===== src/rtl/usart_pkg.sv =====
// Shared definitions for the 8N1 serial blocks: FSM states and line-format constants.
package usart_pkg;

  localparam int USART_DATA_BITS     = 8;
  localparam int USART_MIN_PRESCALER = 4;

  typedef enum logic [2:0] {
    IDLE,
    START,
    DATA,
    STOP,
    WAIT_HIGH
  } usart_state_e;

endpackage


===== src/rtl/usart_sync2.sv =====
// Two-flop synchroniser for the asynchronous serial line; resets to the idle level (1).
module usart_sync2 (
  input  logic clock,
  input  logic reset,
  input  logic d,
  output logic q
);

  logic [1:0] sync_reg;

  always_ff @(posedge clock or negedge reset) begin
    if (!reset) begin
      sync_reg <= 2'b11;
    end else begin
      sync_reg <= {sync_reg[0], d};
    end
  end

  assign q = sync_reg[1];

endmodule


===== src/rtl/usart_rx.sv =====
// 8N1 serial receiver: start validation at mid-bit, LSB-first data capture,
// level-valid/ack holding register with overrun and framing-error reporting.
module usart_rx
  import usart_pkg::*;
#(
  parameter int PRESC_W = 16
) (
  input  logic               clock,
  input  logic               reset,
  input  logic [PRESC_W-1:0] prescaler,
  input  logic               rx_pin,
  input  logic               rx_ack,
  output logic [7:0]         rx_data,
  output logic               rx_valid,
  output logic               overrun,
  output logic               frame_error,
  output logic               rx_busy
);

  logic rx_s;

  usart_sync2 u_sync (
    .clock (clock),
    .reset (reset),
    .d     (rx_pin),
    .q     (rx_s)
  );

  usart_state_e       state_reg, state_next;
  logic [PRESC_W-1:0] cnt_reg, cnt_next;
  logic [PRESC_W-1:0] p_reg, p_next;
  logic [2:0]         bit_idx_reg, bit_idx_next;
  logic [7:0]         shift_reg, shift_next;
  logic               armed_reg, armed_next;
  logic               load;
  logic               fe_next;
  logic [7:0]         rx_data_next;
  logic               rx_valid_next, overrun_next;
  logic [PRESC_W-1:0] half_m1, full_m1;

  // cnt is 0 on the START entry edge, so the mid-start sample lands h edges later at cnt == h-1.
  assign half_m1 = (p_reg >> 1) - PRESC_W'(1);
  assign full_m1 = p_reg - PRESC_W'(1);

  always_comb begin
    state_next   = state_reg;
    cnt_next     = cnt_reg + PRESC_W'(1);
    p_next       = p_reg;
    bit_idx_next = bit_idx_reg;
    shift_next   = shift_reg;
    armed_next   = armed_reg | rx_s;
    load         = 1'b0;
    fe_next      = 1'b0;
    case (state_reg)
      IDLE: begin
        cnt_next = '0;
        if (armed_reg && !rx_s && (prescaler >= PRESC_W'(USART_MIN_PRESCALER))) begin
          state_next = START;
          p_next     = prescaler;
        end
      end
      START: begin
        if (cnt_reg == half_m1) begin
          cnt_next     = '0;
          bit_idx_next = '0;
          state_next   = rx_s ? IDLE : DATA;
        end
      end
      DATA: begin
        if (cnt_reg == full_m1) begin
          cnt_next                = '0;
          shift_next[bit_idx_reg] = rx_s;
          bit_idx_next            = bit_idx_reg + 3'd1;
          if (bit_idx_reg == 3'(USART_DATA_BITS - 1)) begin
            state_next = STOP;
          end
        end
      end
      STOP: begin
        if (cnt_reg == full_m1) begin
          cnt_next = '0;
          if (rx_s) begin
            load       = 1'b1;
            state_next = IDLE;
          end else begin
            // Disarm so a line stuck low cannot start a fresh frame until it goes high.
            fe_next    = 1'b1;
            armed_next = 1'b0;
            state_next = WAIT_HIGH;
          end
        end
      end
      WAIT_HIGH: begin
        cnt_next = '0;
        if (rx_s) begin
          state_next = IDLE;
        end
      end
      default: begin
        state_next = IDLE;
      end
    endcase
  end

  always_comb begin
    rx_data_next  = rx_data;
    rx_valid_next = rx_valid;
    overrun_next  = overrun;
    if (load) begin
      // A load always wins over a coincident ack; the ack only suppresses the overrun.
      rx_data_next  = shift_reg;
      rx_valid_next = 1'b1;
      overrun_next  = rx_valid & ~rx_ack;
    end else if (rx_ack && rx_valid) begin
      rx_valid_next = 1'b0;
      overrun_next  = 1'b0;
    end
  end

  always_ff @(posedge clock or negedge reset) begin
    if (!reset) begin
      state_reg   <= IDLE;
      cnt_reg     <= '0;
      p_reg       <= '0;
      bit_idx_reg <= '0;
      shift_reg   <= '0;
      armed_reg   <= 1'b0;
      rx_data     <= '0;
      rx_valid    <= 1'b0;
      overrun     <= 1'b0;
      frame_error <= 1'b0;
    end else begin
      state_reg   <= state_next;
      cnt_reg     <= cnt_next;
      p_reg       <= p_next;
      bit_idx_reg <= bit_idx_next;
      shift_reg   <= shift_next;
      armed_reg   <= armed_next;
      rx_data     <= rx_data_next;
      rx_valid    <= rx_valid_next;
      overrun     <= overrun_next;
      frame_error <= fe_next;
    end
  end

  assign rx_busy = (state_reg != IDLE);

endmodule


===== config.mk =====
export PLATFORM = sky130hd
export DESIGN_NAME = usart_rx
export DESIGN_NICKNAME = d
export VERILOG_FILES = /design/src/rtl/usart_pkg.sv /design/src/rtl/usart_sync2.sv /design/src/rtl/usart_rx.sv
export SDC_FILE = /design/constraint.sdc
export NUM_CORES = 1
export LEC_CHECK = 0
export CAP_MARGIN = 10
export CORE_UTILIZATION = 53
export DETAILED_ROUTE_END_ITERATION = 10
export GPL_ROUTABILITY_DRIVEN = 0
export GPL_TIMING_DRIVEN = 0
export PLACE_DENSITY = 0.75
export SETUP_SLACK_MARGIN = 0.5
export SLEW_MARGIN = 15
export SYNTH_ARGS = -nofsm -noshare
export SYNTH_HDL_FRONTEND = slang
export SYNTH_SLANG_ARGS = --single-unit
export TNS_END_PERCENT = 50

===== constraint.sdc =====
create_clock -name clock -period 3.1 [get_ports clock]
set_clock_uncertainty 0.15 [all_clocks]
set_input_delay 0.31 -clock clock [delete_from_list [all_inputs] [get_ports clock]]
set_output_delay 0.31 -clock clock [all_outputs]
set_load 0.02 [all_outputs]

---- Yosys cells after proc, flatten, opt, wreduce, memory -nomap -nowiden ----
Cells that the tools add are included.
word-level totals
  logic and storage cells ................. 79
  register bits after elaboration ......... 60
  output and inout port bits .............. 12
cells by class
  reductions and logical operators ........ 15
  add/sub/neg operators ................... 4
  multiplexer cells ....................... 30
  $lt $le $gt $ge ......................... 3
  eq/ne operators ......................... 13
  bitwise operators ....................... 3
operators with widths
  cell                                                                 count
  one-hot mux 16 bit (3 select lines)                                  1
  == test 16 bit                                                       2
  2-to-1 mux 16 bit                                                    2
  2-to-1 mux 3 bit                                                     9
  adder 16 x 1 -> 16 bit (second input constant)                       1
  greater-or-equal comparator 16 x 3 -> 1 bit (second input constant)  1
  subtractor 15 x 1 -> 16 bit (second input constant)                  1
  subtractor 16 x 1 -> 16 bit (second input constant)                  1
  one-hot mux 3 bit (5 select lines)                                   1
  2-to-1 mux 1 bit                                                     13
  != test 2 bit (second input constant)                                5
  bitwise mux 8 bit                                                    1
  == test 3 x 2 -> 1 bit (second input constant)                       2
  == test 3 bit (second input constant)                                2
  one-hot mux 3 bit (2 select lines)                                   1
  AND reduction 6 bit                                                  1
  logical AND 1 bit                                                    4
  less-than comparator 3 x 4 -> 1 bit (second input constant)          1
  AND reduction 2 bit                                                  2
  nonzero test 2 bit                                                   2
  OR reduction 2 bit                                                   2
  adder 3 x 1 -> 3 bit (second input constant)                         1
  demux 1 bit (select 3 bit)                                           1
  == test 3 x 1 -> 1 bit (second input constant)                       1
  10 further kinds                                                     10

---- Depth between registers and ports, before layout ----
  depth in word-level cells ............... 5
  mapped depth ............................ 13
  depth with buffers taken out ............ 10

---- Cells and area by module ----
A second synthesis with hierarchy kept.
unflattened totals
  cell total of the unflattened synthesis .. 399
  area, all modules ....................... 3870.0 um^2
by module, submodules not included
  module       area an instance (um^2)  times used  seq. area each (um^2)  cells each
  usart_rx     3817.4                   1           1451.4                 397
  usart_sync2  52.6                     1           52.6                   2

---- Worst setup path before layout ----
No wires, ideal clock.
  path type ............................... register to register
  start point ............................. reg p_reg[1]
  end point ............................... reg rx_data[7]
  stages on the path, launching flop included .. 13
  clock period less this slack ............ 3024 ps
  required time ........................... 2822 ps
  path slack .............................. 76 ps
  arrival ................................. 2746 ps
  setup time .............................. 128 ps
  cells stage by stage .................... dfrtp_1 inv_1 ha_1 clkbuf_1 nor4b_1 nor4b_1 nor3_1 a211oi_1 and4_1 and3_1 buf_4 nand4_4 mux2_1
between the ends
  word-level cells in the longest chain between the ends .. 4
RTL lines
  what                         line             RTL
  start, declared              usart_rx.sv:31   logic [PRESC_W-1:0] p_reg, p_next;
  start signal, assigned       usart_rx.sv:135  p_reg <= p_next;
  subtractor 16 x 1 -> 16 bit  usart_rx.sv:43   assign full_m1 = p_reg - PRESC_W'(1);
  == test 16 bit               usart_rx.sv:80   if (cnt_reg == full_m1) begin
  2-to-1 mux 1 bit             usart_rx.sv:80
  2-to-1 mux 1 bit             usart_rx.sv:54   case (state_reg)
  end signal, assigned         usart_rx.sv:139  rx_data <= rx_data_next;
  end, declared                usart_rx.sv:13   output logic [7:0] rx_data,
Every way passes these cells.
A chain may end at the register's enable or synchronous reset.

---- Final worst setup path ----
  start point ............................. reg p_reg[3]
  end point ............................... reg rx_data[7]
The elaborated chain is that of the path after synthesis.

==> metrics.md <==
| Metric | Value |
|---|---|
| Status | `completed` |
| EDFF count, synth | `0` |
| Cts bufs inserted | `9` |
| Count of final max-slew check failures | `0` |
| Hold crit path type | `reg2reg` |
| Worst hold path endpoint | `u_sync.sync_reg[1]` |
| DRC violations left | `0` |
| Via count | `around 3200` |
| N_diodes | `0` |
| Register-to-Register Path Depth | `10` |
| Mean number of vias per cell | `~5.7` |
| Reported net switching power | `around 0.0012 W` |
| Clock root buffer | `sky130_fd_sc_hd__clkbuf_8` |
| Critical path peak fanout | `10` |
| Die width | `between 80 and 90 um` |
| Source of the worst hold timing path | `u_sync.sync_reg[0]` |
| Critical path class | `reg2reg` |
| Setup slack of the most critical reg-to-reg path | `0.07 ns` |
| Most common flop cell mapped by yosys | `sky130_fd_sc_hd__dfrtp_1` |
| Number of DRC markers after the initial detailed-route iteration | `170` |
| Final worst setup slack | `between 0.07 and 0.08 ns` |
| Worst setup timing slack at the placement stage | `-0.431 ns` |
| Kind of end point of the critical path | `flip-flop` |
| Clock latency on the worst-skew pair | `approximately 0.35 ns` |
| Pin count of the biggest net entering global routing | `61` |
| WL per Instance | `between 15 and 20 um` |
| Number of antenna violations at the first check in global routing | `0` |
| Total Nets Final | `between 400 and 500` |
| Crit. Startpoint | `p_reg[3]` |
| Final min period | `between 3 and 4 ns` |
| Final-report hold violation count | `0` |
| Buffers from clock root to sink, at most | `2` |
| Number of buffer cells added on primary ports | `31` |
| Relative slew margins | `between 40% and 50%` |
| Reg clk slew, reported paths | `about 0.070 ns` |
| Number of stages on the worst hold path | `0` |
| Critical path startpoint category | `flip-flop` |
| Chip Height | `roughly 86 um` |
| Req. time, crit path | `between 3 and 4 ns` |
| Tightest Pin Transition | `0.769 ns` |
| Synthesized net count | `slightly above 400` |
| Synth warn | `0` |
| Summed instance area of the synthesized netlist | `around 3800 um2` |
| Global-route usage over all layers | `between 20 and 30%` |
| I/O pin count | `32` |
| Vias in the first global route | `3010` |
| Clock tree from TritonCTS | `yes` |
| Unique cell type count in the Yosys netlist | `slightly above 60` |
| Full die area | `about 7500 um2` |
| Layout cell share with drive strength beyond 1 | `a little under a third` |
| Sequential-to-total area share from yosys stat | `slightly below 40%` |
| Cell Pwr Density | `629 nW/um2` |
| TritonCTS sink count | `60` |
| CORE AREA | `about 6800 um2` |
| Number of core rows | `30` |
| R2R Path End | `rx_data[7]` |
| CTS H-tree lvls | `3` |
| Wire length of the first global-routing pass | `15.3 mm` |
| Maximum clock rate | `~330 MHz` |
| Gate power share | `47.1%` |
| Lkg Pwr | `slightly above 2 nW` |
| Initial Util | `55.4%` |
| Drt total wl | `between 9 and 10 mm` |
| Post-synthesis register bit count | `60` |
| Signal arrival time at the worst endpoint | `3.11 ns` |
| Origin of the critical flop-to-flop path | `p_reg[3]` |
| Maximum capacitance violations | `0` |
| Post-route clock period utilization | `a little over nine tenths` |
| Design internal power | `0.00188 W` |
| RSZ-0062 raised after global routing | `yes` |
| Post-synthesis to final-layout area growth | `31.6%` |
| Sequential group share of total power | `around 32%` |
| Switching part of the total power | `39.9%` |
| Number of nets with antenna violations after routing | `0` |
| Setup TNS Final | `0 ns` |
| Worst IR drop on VDD | `~370 uV` |
| Post-route total power | `between 0.003 and 0.004 W` |
| Count of endpoints failing setup in the final report | `0` |
| First-pass detailed-route iteration total | `5` |
| Clk network pwr share | `20.6%` |
| Util after Layout | `between 70 and 80%` |
| Gr ovfl total | `0` |
| Mean instance size in the synthesized netlist | `slightly below 10 um2` |
| Share of synthesized registers carrying an async set or reset | `100%` |
| Leading cell type in the layout, fill and taps excluded | `sky130_fd_sc_hd__dfrtp_1` |
| Most frequent cells in the layout | `sky130_fd_sc_hd__dfrtp_1, sky130_fd_sc_hd__mux2_2, sky130_fd_sc_hd__clkdlybuf4s50_1` |
| Estimated wirelength of the detail-placed design | `around 6.2 mm` |
| Gate count after technology mapping | `between 300 and 400` |
critical path, stage by stage, from the launching register on:
cell and delay, ns:
sky130_fd_sc_hd__dfrtp_2 0.44, sky130_fd_sc_hd__buf_6 0.15, sky130_fd_sc_hd__or3_4 0.42, sky130_fd_sc_hd__nor2_4 0.14, sky130_fd_sc_hd__xor2_1 0.09, sky130_fd_sc_hd__o311ai_1 0.34
sky130_fd_sc_hd__and4_4 0.31, sky130_fd_sc_hd__and3_4 0.18, sky130_fd_sc_hd__buf_6 0.14, sky130_fd_sc_hd__nand4_4 0.18, sky130_fd_sc_hd__mux2_4 0.36
power by group through the flow:
stage | combinational [W] | sequential (W) | clock [W]
after floorplan | 0.000876 | 0.000998 | 0
final | 0.00147 | 0.00101 | 0.000645
after global routing | 0.00159 | 0.00103 | 0.000684
after detailed placement | 0.00108 | 0.00103 | 0
after global placement | 0.00105 | 0.00102 | 0
after CTS | 0.00137 | 0.00101 | 0.000654
synth_stat cells (2+ instances only):
master                     number  area share [%]
sky130_fd_sc_hd__nor4b_1        3            0.69
sky130_fd_sc_hd__xnor2_1       29             6.7
sky130_fd_sc_hd__nor2b_1        7             1.2
sky130_fd_sc_hd__a31oi_1        2            0.33
sky130_fd_sc_hd__and3_1         8             1.3
sky130_fd_sc_hd__o211a_1        2            0.53
sky130_fd_sc_hd__a21oi_1        5            0.66
sky130_fd_sc_hd__nand2b_1       3            0.50
sky130_fd_sc_hd__a32oi_1        2            0.46
sky130_fd_sc_hd__nor4_1         6            0.99
sky130_fd_sc_hd__or3_1          5            0.83
sky130_fd_sc_hd__buf_1          2            0.20
sky130_fd_sc_hd__mux2_2        32             9.5
sky130_fd_sc_hd__clkbuf_1      18             1.8
sky130_fd_sc_hd__nand2_1       19             1.9
sky130_fd_sc_hd__ha_1           5             1.7
sky130_fd_sc_hd__dfrtp_1       58              38
sky130_fd_sc_hd__nand3b_1       3            0.60
sky130_fd_sc_hd__inv_1         10            0.99
sky130_fd_sc_hd__buf_6          4             1.2
sky130_fd_sc_hd__nor3b_1        2            0.40
sky130_fd_sc_hd__a21boi_0       3            0.60
sky130_fd_sc_hd__and4b_1        3            0.79
sky130_fd_sc_hd__nand3_1       22             2.9
sky130_fd_sc_hd__xor2_1        23             5.3
sky130_fd_sc_hd__buf_2          3            0.40
sky130_fd_sc_hd__nand4_1        9             1.5
sky130_fd_sc_hd__o21ai_0       12             1.6
sky130_fd_sc_hd__nor3_1         6            0.79
sky130_fd_sc_hd__a211o_1        2            0.46
sky130_fd_sc_hd__nor4_4         2             1.1
sky130_fd_sc_hd__and4_1         2            0.46
sky130_fd_sc_hd__nor2_1        34             3.4
sky130_fd_sc_hd__nand4b_1       3            0.69
sky130_fd_sc_hd__mux2i_1        5             1.3
sky130_fd_sc_hd__mux2_1         2            0.60
sky130_fd_sc_hd__dfstp_2        2             1.4
layer usage:
| layer | track usage (%) | up-vias | routed length, um |
|---|---|---|---|
| li1 | - | 1503 | - |
| met1 | 38.6 | 1561 | 4400 |
| met2 | 41.3 | 93 | 4400 |
| met3 | 6.29 | 17 | 447 |
| met4 | 7.42 | 0 | 157 |
| met5 | 0 | - | 0 |
cell families after synthesis:
family | after synthesis | synth area share, %
DFF | 60 | 39.8
adders and majority gates | 5 | 1.65
buffers and inverters | 38 | 4.76
xor gates and xnor gates | 52 | 12.0
and+or+nand+nor | 146 | 22.6
muxes | 39 | 11.4
AOI/OAI and AO/OA | 42 | 7.77
worst max path at each step:
stage	to	slack (ns)	cells past startpoint
after CTS	cnt_reg[4]	0.19	11
after global routing	cnt_reg[2]	0.03	11
after floorplan	cnt_reg[10]	0.27	10
after detailed placement	cnt_reg[4]	-0.43	11
after global placement	p_reg[2]	-0.57	1
final	rx_data[7]	0.07	10
per-stage QoR:
stage / cell area [um2] / hold slack [ns] / std cells
2_1_floorplan: 3850 / -0.136 / 382
3_3_place_gp: 4280 / 0.199 / 509
3_5_place_dp: 4270 / 0.200 / 509
4_1_cts: 4850 / 0.203 / 550
5_1_grt: 4980 / 0.216 / 554
6_report: 4980 / 0.209 / 554
what timing repair did:
item | CTS | global route
pin swaps | 31 | 6
endpoints found under the hold margin | 58 | 0
gates cloned | 2 | 0
endpoints found under the setup margin | 52 | 52
buffers inserted | 22 | 4
gates resized for setup | 50 | 21
hold buffers | 1 | 0
cell type report:
cell class,count,area (um2)
timing repair buffer,59,539
tap,96,120
clock inverter,7,52.6
buffer,28,173
multi-input combinational,285,2420
sequential,60,1510
fill,500,1860
inverter,10,37.5
clock buffer,9,124
Note: power is estimated with default switching activity, not from simulation.
